**src/rtl/lpddr_burst_sequencer.sv**
```systemverilog
// Burst-slot ring sequencer that turns single-cycle write/read requests into LPDDR port commands.
// Optional sticky overrun/underrun flags are enabled by defining LPDDR_SEQ_ERR_EN.
module lpddr_burst_sequencer #(
  parameter int ADDR_W     = 30,
  parameter int BL         = 32,
  parameter int WORD_BYTES = 4,
  parameter int BASE_ADDR  = 32,
  parameter int NSLOT      = 1024
) (
  input  logic                     clkA_addr,
  input  logic                     addr_rstA_wr,
  input  logic                     soft_clr,
  input  logic                     wr_req,
  input  logic                     rd_req,
  input  logic                     cmd_full_wr,
  input  logic                     cmd_full_rd,
  output logic                     cmd_en_wr,
  output logic                     cmd_en_rd,
  output logic [ADDR_W-1:0]        cmd_addr_wr,
  output logic [ADDR_W-1:0]        cmd_addr_rd,
  output logic [5:0]               cmd_bl,
  output logic [$clog2(NSLOT):0]   level,
  output logic                     buf_full,
  output logic                     buf_empty,
  output logic                     busy,
  output logic                     ovr_err,
  output logic                     udr_err
);

  localparam int SW = $clog2(NSLOT);
  localparam int LW = SW + 1;
  localparam logic [ADDR_W-1:0] BASE_A   = ADDR_W'(BASE_ADDR);
  localparam logic [ADDR_W-1:0] BSTEP    = ADDR_W'(BL * WORD_BYTES);
  localparam logic [LW-1:0]     FULL_LVL = LW'(NSLOT);

  typedef enum logic [1:0] {IDLE, ISSUE_WR, ISSUE_RD, UPDATE} state_t;

  state_t        state;
  logic [1:0]    rst_sync;
  logic          rst_int;
  logic          wr_pend;
  logic          rd_pend;
  logic          cur_wr;
  logic          prio_rd;
  logic [SW-1:0] slot_wr;
  logic [SW-1:0] slot_rd;
  logic          in_upd_wr;
  logic          in_upd_rd;
  logic          wr_ok;
  logic          rd_ok;

  // Asynchronous assert, release aligned to clkA_addr.
  always_ff @(posedge clkA_addr or posedge addr_rstA_wr) begin
    if (addr_rstA_wr) rst_sync <= '1;
    else              rst_sync <= {rst_sync[0], 1'b0};
  end
  assign rst_int = rst_sync[1];

  assign in_upd_wr = (state == UPDATE) && cur_wr;
  assign in_upd_rd = (state == UPDATE) && !cur_wr;

  // A burst sitting in UPDATE is counted so level can never leave 0..NSLOT.
  assign wr_ok = wr_req && !wr_pend && ((level + LW'(in_upd_wr)) < FULL_LVL);
  assign rd_ok = rd_req && !rd_pend && (level > LW'(in_upd_rd));

  // Strobe is qualified by cmd_full in the same cycle so the FIFO never sees a push while full.
  assign cmd_en_wr = (state == ISSUE_WR) && !cmd_full_wr;
  assign cmd_en_rd = (state == ISSUE_RD) && !cmd_full_rd;

  assign cmd_bl    = 6'(BL - 1);
  assign buf_full  = (level == FULL_LVL);
  assign buf_empty = (level == '0);
  assign busy      = (state != IDLE) || wr_pend || rd_pend;

  always_ff @(posedge clkA_addr or posedge rst_int) begin
    if (rst_int) begin
      state       <= IDLE;
      wr_pend     <= 1'b0;
      rd_pend     <= 1'b0;
      cur_wr      <= 1'b0;
      prio_rd     <= 1'b0;
      slot_wr     <= '0;
      slot_rd     <= '0;
      level       <= '0;
      cmd_addr_wr <= BASE_A;
      cmd_addr_rd <= BASE_A;
    end else if (soft_clr) begin
      state       <= IDLE;
      wr_pend     <= 1'b0;
      rd_pend     <= 1'b0;
      cur_wr      <= 1'b0;
      prio_rd     <= 1'b0;
      slot_wr     <= '0;
      slot_rd     <= '0;
      level       <= '0;
      cmd_addr_wr <= BASE_A;
      cmd_addr_rd <= BASE_A;
    end else begin
      wr_pend <= (wr_pend && !cmd_en_wr) || wr_ok;
      rd_pend <= (rd_pend && !cmd_en_rd) || rd_ok;
      case (state)
        IDLE: begin
          // Priority only rotates when both directions contend.
          if (wr_pend && rd_pend) begin
            state   <= prio_rd ? ISSUE_RD : ISSUE_WR;
            prio_rd <= !prio_rd;
          end else if (wr_pend) begin
            state <= ISSUE_WR;
          end else if (rd_pend) begin
            state <= ISSUE_RD;
          end
        end
        ISSUE_WR: begin
          if (!cmd_full_wr) begin
            state  <= UPDATE;
            cur_wr <= 1'b1;
          end
        end
        ISSUE_RD: begin
          if (!cmd_full_rd) begin
            state  <= UPDATE;
            cur_wr <= 1'b0;
          end
        end
        UPDATE: begin
          state <= IDLE;
          if (cur_wr) begin
            slot_wr     <= slot_wr + 1'b1;
            level       <= level + 1'b1;
            cmd_addr_wr <= (slot_wr == '1) ? BASE_A : cmd_addr_wr + BSTEP;
          end else begin
            slot_rd     <= slot_rd + 1'b1;
            level       <= level - 1'b1;
            cmd_addr_rd <= (slot_rd == '1) ? BASE_A : cmd_addr_rd + BSTEP;
          end
        end
        default: state <= IDLE;
      endcase
    end
  end

`ifdef LPDDR_SEQ_ERR_EN
  always_ff @(posedge clkA_addr or posedge rst_int) begin
    if (rst_int) begin
      ovr_err <= 1'b0;
      udr_err <= 1'b0;
    end else if (soft_clr) begin
      ovr_err <= 1'b0;
      udr_err <= 1'b0;
    end else begin
      if (wr_req && !wr_ok) ovr_err <= 1'b1;
      if (rd_req && !rd_ok) udr_err <= 1'b1;
    end
  end
`else
  assign ovr_err = 1'b0;
  assign udr_err = 1'b0;
`endif

endmodule

```
**config.mk**
```make
export PLATFORM = sky130hd
export DESIGN_NAME = lpddr_burst_sequencer
export DESIGN_NICKNAME = d
export VERILOG_FILES = /design/src/rtl/lpddr_burst_sequencer.sv
export SDC_FILE = /design/constraint.sdc
export NUM_CORES = 1
export LEC_CHECK = 0
export ABC_AREA = 0
export ABC_CLOCK_PERIOD_IN_PS = 4450
export CORE_ASPECT_RATIO = 0.6
export CORE_MARGIN = 4
export CORE_UTILIZATION = 57
export CTS_BUF_LIST = sky130_fd_sc_hd__clkbuf_8 sky130_fd_sc_hd__clkbuf_16
export CTS_CLUSTER_DIAMETER = 30
export DETAILED_ROUTE_END_ITERATION = 10
export GPL_TIMING_DRIVEN = 0
export PLACE_DENSITY = 0.85
export REMOVE_ABC_BUFFERS = 1
export SLEW_MARGIN = 20
export SYNTH_ARGS = -nofsm -noshare
export SYNTH_HDL_FRONTEND = slang
export SYNTH_SLANG_ARGS = --single-unit
```
**constraint.sdc**
```tcl
create_clock -name clkA_addr -period 4.45 [get_ports clkA_addr]
set_input_delay 0.89 -clock clkA_addr [delete_from_list [all_inputs] [get_ports clkA_addr]]
set_output_delay 0.89 -clock clkA_addr [all_outputs]
set_load 0.01 [all_outputs]
```
**Word level (Yosys, flattened, before mapping)**

Index checks and enable logic that the tools add are counted.

- Output and inout bits: 84
- Input port bits: 7
- Flip-flop bits (word level): 99
- Logic and storage cells: 100

- Mux-type cells: 34
- Equality and inequality tests: 10
- Order comparisons: 2
- Reductions and logical operators: 36
- Add/sub/neg operators: 7

Operator list:

| kind | count |
|---|---|
| $mux 30 | 8 |
| $add 30x8->30 const B | 2 |
| $mux 10 | 6 |
| $mux 11 | 3 |
| $add 10x1->10 const B | 2 |
| $eq 10x10->1 const B | 2 |
| $mux 2 | 7 |
| $add 11x1->11 | 1 |
| $add 11x1->11 const B | 1 |
| $eq 11x11->1 const B | 1 |
| $gt 11x1->1 | 1 |
| $logic_and 1x1->1 | 11 |
| $logic_not 11->1 | 1 |
| $lt 11x11->1 const B | 1 |
| $sub 11x1->11 const B | 1 |
| $reduce_bool 2->1 | 5 |
| $logic_not 1->1 | 8 |
| $mux 1 | 8 |
| $pmux 2 s4 | 1 |
| $ne 3x3->1 const B | 2 |
| $reduce_and 2->1 | 3 |
| $reduce_and 3->1 | 2 |
| $ne 5x5->1 const B | 1 |
| $eq 2x2->1 const B | 2 |
| 6 further kinds | 9 |

**Depth between registers and ports, before layout**

Gate-level depths: netlist of the first run.

- Depth after elaboration: 7
- Mapped depth: 10

**Worst setup path before layout of the first run**

Ideal clock, no wire load.

- Path type: register to register
- Start: register level[0]
- End: register level[10]
- Setup time: 125 ps
- Slack: 2076 ps
- Data required time: 4325 ps
- Cell stages (with the launch flop): 8
- Arrival: 2250 ps
- Cell sequence: dfrtp_1 > inv_1 > fa_1 > and2b_1 > o2111ai_1 > a31o_2 > a211oi_1 > mux2_2

- Cells in the longest elaborated chain, start to end: 4
- Elaborated cells on any way between the ends: 5

RTL lines:

| what | RTL line | text |
|---|---|---|
| start, declared | 22 | `output logic [$clog2(NSLOT):0] level,` |
| start signal, assigned | 129 | `level <= level + 1'b1;` |
| start signal, assigned | 133 | `level <= level - 1'b1;` |
| $sub 11x1->11 / $add 11x1->11 (equally long branches) | 133, 129 |  |
| $mux 11 (*) | 127 | `if (cur_wr) begin` |
| $mux 11 (*) | 101 | `case (state)` |
| $mux 11 (*) | 87 | `end else if (soft_clr) begin` |

Mark *: on every way between the ends. The rest lies on a longest branch, timed or not. The select of a mux whose other input is x is not followed.
A chain may end at the register's enable or synchronous reset.

**Worst setup path in the final report of the first run**

- Start: input cmd_full_rd
- End: output cmd_en_rd

- Cells in the longest elaborated chain, start to end: 2

RTL lines:

| what | RTL line | text |
|---|---|---|
| start, declared | 16 | `input logic cmd_full_rd,` |
| $logic_not 1->1 | - |  |
| $logic_and 1x1->1 | 68 | `assign cmd_en_rd = (state == ISSUE_RD) && !cmd_full_rd;` |
| end, declared | 18 | `output logic cmd_en_rd,` |

No other way between the ends.

==> results of run 1 <==
-- registers in the layout, summed over array words and instances (netlist names) --
| name | cells |
|---|---|
| wr_pend | 1 |
| cmd_addr_wr | 24 |
| state | 2 |
| rd_pend | 1 |
| slot_rd | 10 |
| rst_sync | 2 |
| level | 11 |
| cur_wr | 1 |
| cmd_addr_rd | 24 |
| slot_wr | 10 |
| prio_rd | 1 |
-- synthesized netlist by cell type (4+ instances only) --
master	number	share of area, %
a211oi_1	4	0.60
a21o_1	5	0.75
a21oi_1	17	1.7
and3_1	9	1.1
and4_1	5	0.88
buf_1	5	0.38
buf_2	5	0.50
buf_4	20	3.0
dfrtp_1	83	42
dfstp_2	4	2.1
ha_1	18	4.5
inv_1	13	0.98
nand2_1	46	3.5
nand3_1	33	3.3
nand4_1	22	2.8
nor2_1	71	5.3
nor2b_1	5	0.63
nor3_1	14	1.4
nor4_1	6	0.75
o21a_1	4	0.60
o21ai_0	18	1.8
o31ai_1	5	0.75
or2_2	4	0.50
or3_1	7	0.88
xnor2_1	13	2.3
xor2_1	39	6.8
-- how the worst max path moves through the flow --
stage	to	slack, ns	cells after the start
6_report	cmd_en_rd	1.42	4
3_5_place_dp	cmd_en_rd	1.43	4
4_1_cts	cmd_en_rd	1.42	4
3_3_place_gp	cmd_addr_rd[28]	0.30	6
2_1_floorplan	cmd_addr_rd[10]	1.92	1
5_1_grt	buf_full	1.37	4
-- logic make-up after synthesis --
| kind of cell | synth area share, % |
|---|---|
| flops | 43.6 |
| mux | 1.08 |
| compound gates | 11.6 |
| xor+xnor | 9.11 |
| fa+ha+maj | 4.91 |
| other cells | 0.150 |
| simple gates | 23.7 |
| buf+inv | 5.76 |
-- per-layer routing --
| metal | share of wire, % | track usage, % | up-vias | routed length, µm |
|---|---|---|---|---|
| li1 | - | - | 1977 | - |
| met1 | 44 | 35.9 | 2085 | 5450 |
| met2 | 47 | 39.8 | 195 | 5870 |
| met3 | 7.2 | 6.51 | 37 | 895 |
| met4 | 2.4 | 9.33 | 0 | 296 |
| met5 | 0 | 0 | - | 0 |
-- critical path, stage by stage --
cell and delay, ns:
clkdlybuf4s50_1 0.44, nand2b_1 0.19, inv_1 0.08, clkdlybuf4s50_1 0.54
-- where the power goes --
group,internal (mW),switching (mW),total [mW]
clock network,0.466,0.319,0.784
logic,0.289,0.374,0.663
registers,0.828,0.0620,0.890
-- cell type report --
type / instances / area share (%)
Clock buffer: 11 / 4.19
Clock inverter: 5 / 0.933
Inverter: 15 / 0.974
Multi-Input combinational cell: 415 / 43.1
Sequential cell: 87 / 36.2
Tap cell: 112 / 2.32
Timing Repair Buffer: 72 / 12.3
==> impl_metrics.env, run 1 <==
export IMPL_status="finished clean"
export IMPL_drive_gt1_share_pct=7.11
export IMPL_num_vias=4294
export IMPL_avgRoutedWirePerCell_um=17.5
export IMPL_hp_class="reg2async"
export IMPL_power_density_nw_per_um2=387
export IMPL_grt_util_all_layers_pct=26.0
export IMPL_final_area_um2=6030
export IMPL_cts_hold_buf=0
export IMPL_die_area_um2=10400
export IMPL_final_cells=717
export IMPL_synth_edf_count=0
export IMPL_n_antenna_cell=0
export IMPL_r2r_start="state[1]"
export IMPL_fin_crit_ns=3.03
export IMPL_die_w_um=129
export IMPL_power_total_mw=2.34
export IMPL_vias_per_cell=5.99
export IMPL_tns_ns=0
export IMPL_clock_root_buffer="clkbuf_16"
export IMPL_setup_viol=0
export IMPL_grt_pass1_vias=4204
export IMPL_ctsResizeCount=0
export IMPL_reg2reg_to="cmd_addr_wr[28]"
export IMPL_core_um2=8520
export IMPL_crit_required_ns=3.56
export IMPL_finalNetCount=626
export IMPL_worst_hold_slack_ns=0.347
export IMPL_most_common_layout_cells="dfrtp_1 (83), nor2_1 (71), clkdlybuf4s50_1 (69), nand2_1 (46), xor2_1 (39)"
export IMPL_drv_slew=0
export IMPL_cap_violations=0
export IMPL_crit_arrival_ns=2.14
export IMPL_initial_core_util_pct=58.7
export IMPL_finalCritPeriodShare_pct=68.1
export IMPL_portBuffers=70
export IMPL_clockBufferDepth=2
export IMPL_num_rows=26
export IMPL_ir_drop_mv=0.203
export IMPL_worst_slack_ns=1.42
export IMPL_startpoint="cmd_full_rd"
export IMPL_postSynthCellCount=532
export IMPL_cp_end_kind="output pin"
export IMPL_numCtsBuffers=9
export IMPL_htree_levels=3
export IMPL_syn_avg_cell_area_um2=9.40
export IMPL_rsz0062_at_grt="no"
export IMPL_cts_sinks=87
export IMPL_crit_path_max_fanout=3
export IMPL_first_pass_iters=5
export IMPL_r2r_setup_slack_ns=1.67
export IMPL_ys_warnings_count=0
export IMPL_drcViolationCount=0
export IMPL_grt_max_degree=49
export IMPL_netlist_area_um2=5000
export IMPL_dp_slack_ns=1.43
export IMPL_place_inst=701
export IMPL_grt_pass1_wl_mm=21.2
export IMPL_gp_congestion=0.911
export IMPL_clkLatencyLatePin_ns=0.35
export IMPL_critPathLaunchType="input port"
export IMPL_grt_overflow=0
export IMPL_layout_commonest_cell="dfrtp_1"
export IMPL_antenna_found_initial=0
export IMPL_ant_nets=0
export IMPL_hpwl_mm=8.80
export IMPL_max_slew_worst_pin_slew_ns=0.997
export IMPL_hold_violations=0
export IMPL_synth_cell_types=64
export IMPL_area_delta_synth_final_pct=20.7
export IMPL_seq_area_frac_synth_pct=43.6
export IMPL_path_class="in2out"
export IMPL_fmax_ghz=0.330
export IMPL_routed_wl_mm=12.5
export IMPL_drt_initial_drc_count=413
export IMPL_multiInputGateArea_um2=2600
export IMPL_place_area_um2=5730
export IMPL_clk_pin_slew_ns=0.07
export IMPL_utilization_pct=70.8
export IMPL_cts_setup_buffers=0
export IMPL_max_slew_margin_pct=33.3
export IMPL_leakage_nw=2.61
export IMPL_seqCellArea_um2=2180
export IMPL_io_pins=91
export IMPL_ys_flop_type="dfrtp_1"
export IMPL_r2r_cells=6
export IMPL_cts_tree="built"
export IMPL_synthArstFlopShare_pct=100
export IMPL_nFillCells=642
export IMPL_die_y_um=80.5
export IMPL_synth_seq_cells=87
export IMPL_skew_ns=0.00570
(Power assumes the default switching activity.)
==> run 2, diff against run 1 <==
--- a/config.mk
+++ b/config.mk
@@ -6,15 +6,15 @@
 export NUM_CORES = 1
 export LEC_CHECK = 0
 export ABC_AREA = 0
-export ABC_CLOCK_PERIOD_IN_PS = 4450
+export ABC_CLOCK_PERIOD_IN_PS = 2900
 export CORE_ASPECT_RATIO = 0.6
 export CORE_MARGIN = 4
-export CORE_UTILIZATION = 57
+export CORE_UTILIZATION = 53
 export CTS_BUF_LIST = sky130_fd_sc_hd__clkbuf_8 sky130_fd_sc_hd__clkbuf_16
 export CTS_CLUSTER_DIAMETER = 30
 export DETAILED_ROUTE_END_ITERATION = 10
 export GPL_TIMING_DRIVEN = 0
-export PLACE_DENSITY = 0.85
+export PLACE_DENSITY = 0.8
 export REMOVE_ABC_BUFFERS = 1
 export SLEW_MARGIN = 20
 export SYNTH_ARGS = -nofsm -noshare
==> constraint.sdc (replaced) <==
create_clock -name clkA_addr -period 2.9 [get_ports clkA_addr]
set_input_delay 0.58 -clock clkA_addr [delete_from_list [all_inputs] [get_ports clkA_addr]]
set_output_delay 0.58 -clock clkA_addr [all_outputs]
set_load 0.01 [all_outputs]
==> run 2 against run 1 <==
Register-to-register slack worse by 1.6 ns; critical path depth up 3; count of clock-buffer cells in the layout down 1; first-iteration DRC count up 2.9%; largest power group unchanged.
==> impl_metrics.env, run 2 (synthesized netlist as in run 1, its figures left out) <==
export IMPL_cp_end_kind="register"
export IMPL_status="finished clean"
export IMPL_skew_ns=0.00595
export IMPL_max_slew_worst_pin_slew_ns=0.982
export IMPL_crit_required_ns=3.13
export IMPL_portBuffers=70
export IMPL_initial_core_util_pct=54.4
export IMPL_htree_levels=3
export IMPL_grt_util_all_layers_pct=22.5
export IMPL_io_pins=91
export IMPL_clock_root_buffer="clkbuf_16"
export IMPL_finalNetCount=626
export IMPL_fin_crit_ns=2.78
export IMPL_grt_max_degree=55
export IMPL_max_slew_margin_pct=34.3
export IMPL_path_class="reg2reg"
export IMPL_power_total_mw=3.60
export IMPL_rsz0062_at_grt="no"
export IMPL_finalCritPeriodShare_pct=96.0
export IMPL_numCtsBuffers=9
export IMPL_place_area_um2=5750
export IMPL_final_cells=734
export IMPL_power_density_nw_per_um2=594
export IMPL_top_usage_layer="met2"
export IMPL_power_switching_mw=1.12
export IMPL_combPwrFrac_pct=27.8
export IMPL_grt_pass1_wl_mm=20.4
export IMPL_core_um2=9190
export IMPL_clockBufferDepth=2
export IMPL_ir_drop_mv=0.381
export IMPL_die_w_um=133
export IMPL_n_antenna_cell=0
export IMPL_dp_slack_ns=0.164
export IMPL_met2_usage_pct=34.1
export IMPL_die_area_um2=11100
export IMPL_r2r_cells=7
export IMPL_cts_sinks=87
export IMPL_drcViolationCount=0
export IMPL_area_delta_synth_final_pct=21.3
export IMPL_antenna_found_initial=0
export IMPL_worst_slack_ns=0.117
export IMPL_use_met1_pct=32.3
export IMPL_hp_class="reg2async"
export IMPL_drv_slew=0
export IMPL_layout_commonest_cell="dfrtp_1"
export IMPL_cts_tree="built"
export IMPL_ant_nets=0
export IMPL_die_y_um=83.2
export IMPL_routed_wl_mm=12.4
export IMPL_num_rows=27
export IMPL_critPathLaunchType="register"
export IMPL_drive_gt1_share_pct=7.12
export IMPL_gp_congestion=0.880
export IMPL_cts_hold_buf=0
export IMPL_num_vias=4308
export IMPL_clk_pin_slew_ns=0.06
export IMPL_fmax_ghz=0.359
export IMPL_worst_hold_slack_ns=0.260
export IMPL_vias_per_cell=5.87
export IMPL_swShare_pct=31.1
export IMPL_grt_pass1_vias=4082
export IMPL_cap_violations=0
export IMPL_reg_largest_list="cmd_addr_rd (24), cmd_addr_wr (24), level (11)"
export IMPL_crit_arrival_ns=3.01
export IMPL_most_common_layout_cells="dfrtp_1 (83), nor2_1 (71), clkdlybuf4s50_1 (69), nand2_1 (46), xor2_1 (39)"
export IMPL_clockPowerShare_pct=34.4
export IMPL_utilization_pct=66.0
export IMPL_place_inst=719
export IMPL_final_area_um2=6060
export IMPL_clkLatencyLatePin_ns=0.34
export IMPL_globalRouteMet3Util_pct=4.96
export IMPL_leakage_nw=2.61
export IMPL_p_int_mw=2.48
export IMPL_tns_ns=0
export IMPL_first_pass_iters=5
export IMPL_crit_path_max_fanout=10
export IMPL_grt_overflow=0
export IMPL_hold_violations=0
export IMPL_setup_viol=0
export IMPL_drt_initial_drc_count=425
export IMPL_hpwl_mm=8.60
export IMPL_p_seq_share_pct=37.8
export IMPL_avgRoutedWirePerCell_um=16.9
-- run 2: layout make-up --
cell class,count,area (µm²)
Clock buffer,10,239
Clock inverter,5,73.8
Fill cell,742,3130
Inverter,15,58.8
Multi-Input combinational cell,415,2600
Sequential cell,87,2180
Tap cell,130,163
Timing Repair Buffer,72,743
-- run 2: timing repair --
action,CTS,global route
endpoints found under the setup margin,0,17
gates resized for setup,0,1
buffers inserted,0,0
-- run 2: worst paths after layout --
kind,from,end,slack (ns)
max,cur_wr,level[10],0.12
min,rst_sync[1],cmd_addr_wr[14],0.26
max reg2reg,cur_wr,level[10],0.12
min reg2reg,rst_sync[1],cmd_addr_wr[14],0.26
max in group asynchronous,rst_sync[1],cmd_addr_rd[5],1.99
min in group clkA_addr,rst_sync[0],rst_sync[1],0.36
-- run 2: metal layers --
| layer | vias up | wire (µm) | share of wire [%] |
|---|---|---|---|
| met1 | 2112 | 5800 | 47 |
| li1 | 1980 | - | - |
| met5 | - | 0 | 0 |
| met4 | 0 | 170 | 1.4 |
| met2 | 193 | 5590 | 45 |
| met3 | 23 | 832 | 6.7 |
-- run 2: power by group through the flow --
stage	registers (mW)	logic (mW)	clock network, mW
finish	1.36	1.00	1.24
global route	1.37	1.11	1.30
CTS	1.36	0.996	1.25
detailed placement	1.38	0.982	0
global placement	1.38	0.924	0
floorplan	1.37	0.651	0
-- run 2: critical path, cell delays in order, from the launching register on --
cell	delay, ns
dfrtp_1	0.63
inv_1	0.29
ha_1	0.40
and2b_1	0.19
o2111ai_1	0.24
a31o_2	0.31
a211oi_1	0.26
mux2_2	0.36
==> run 3, diff against run 2 <==
--- a/config.mk
+++ b/config.mk
@@ -11,7 +11,6 @@
 export CORE_MARGIN = 4
 export CORE_UTILIZATION = 53
 export CTS_BUF_LIST = sky130_fd_sc_hd__clkbuf_8 sky130_fd_sc_hd__clkbuf_16
-export CTS_CLUSTER_DIAMETER = 30
 export DETAILED_ROUTE_END_ITERATION = 10
 export GPL_TIMING_DRIVEN = 0
 export PLACE_DENSITY = 0.8
==> results of run 3 <==
Same layout as run 2: the final DEF is identical, and so are final timing and power.
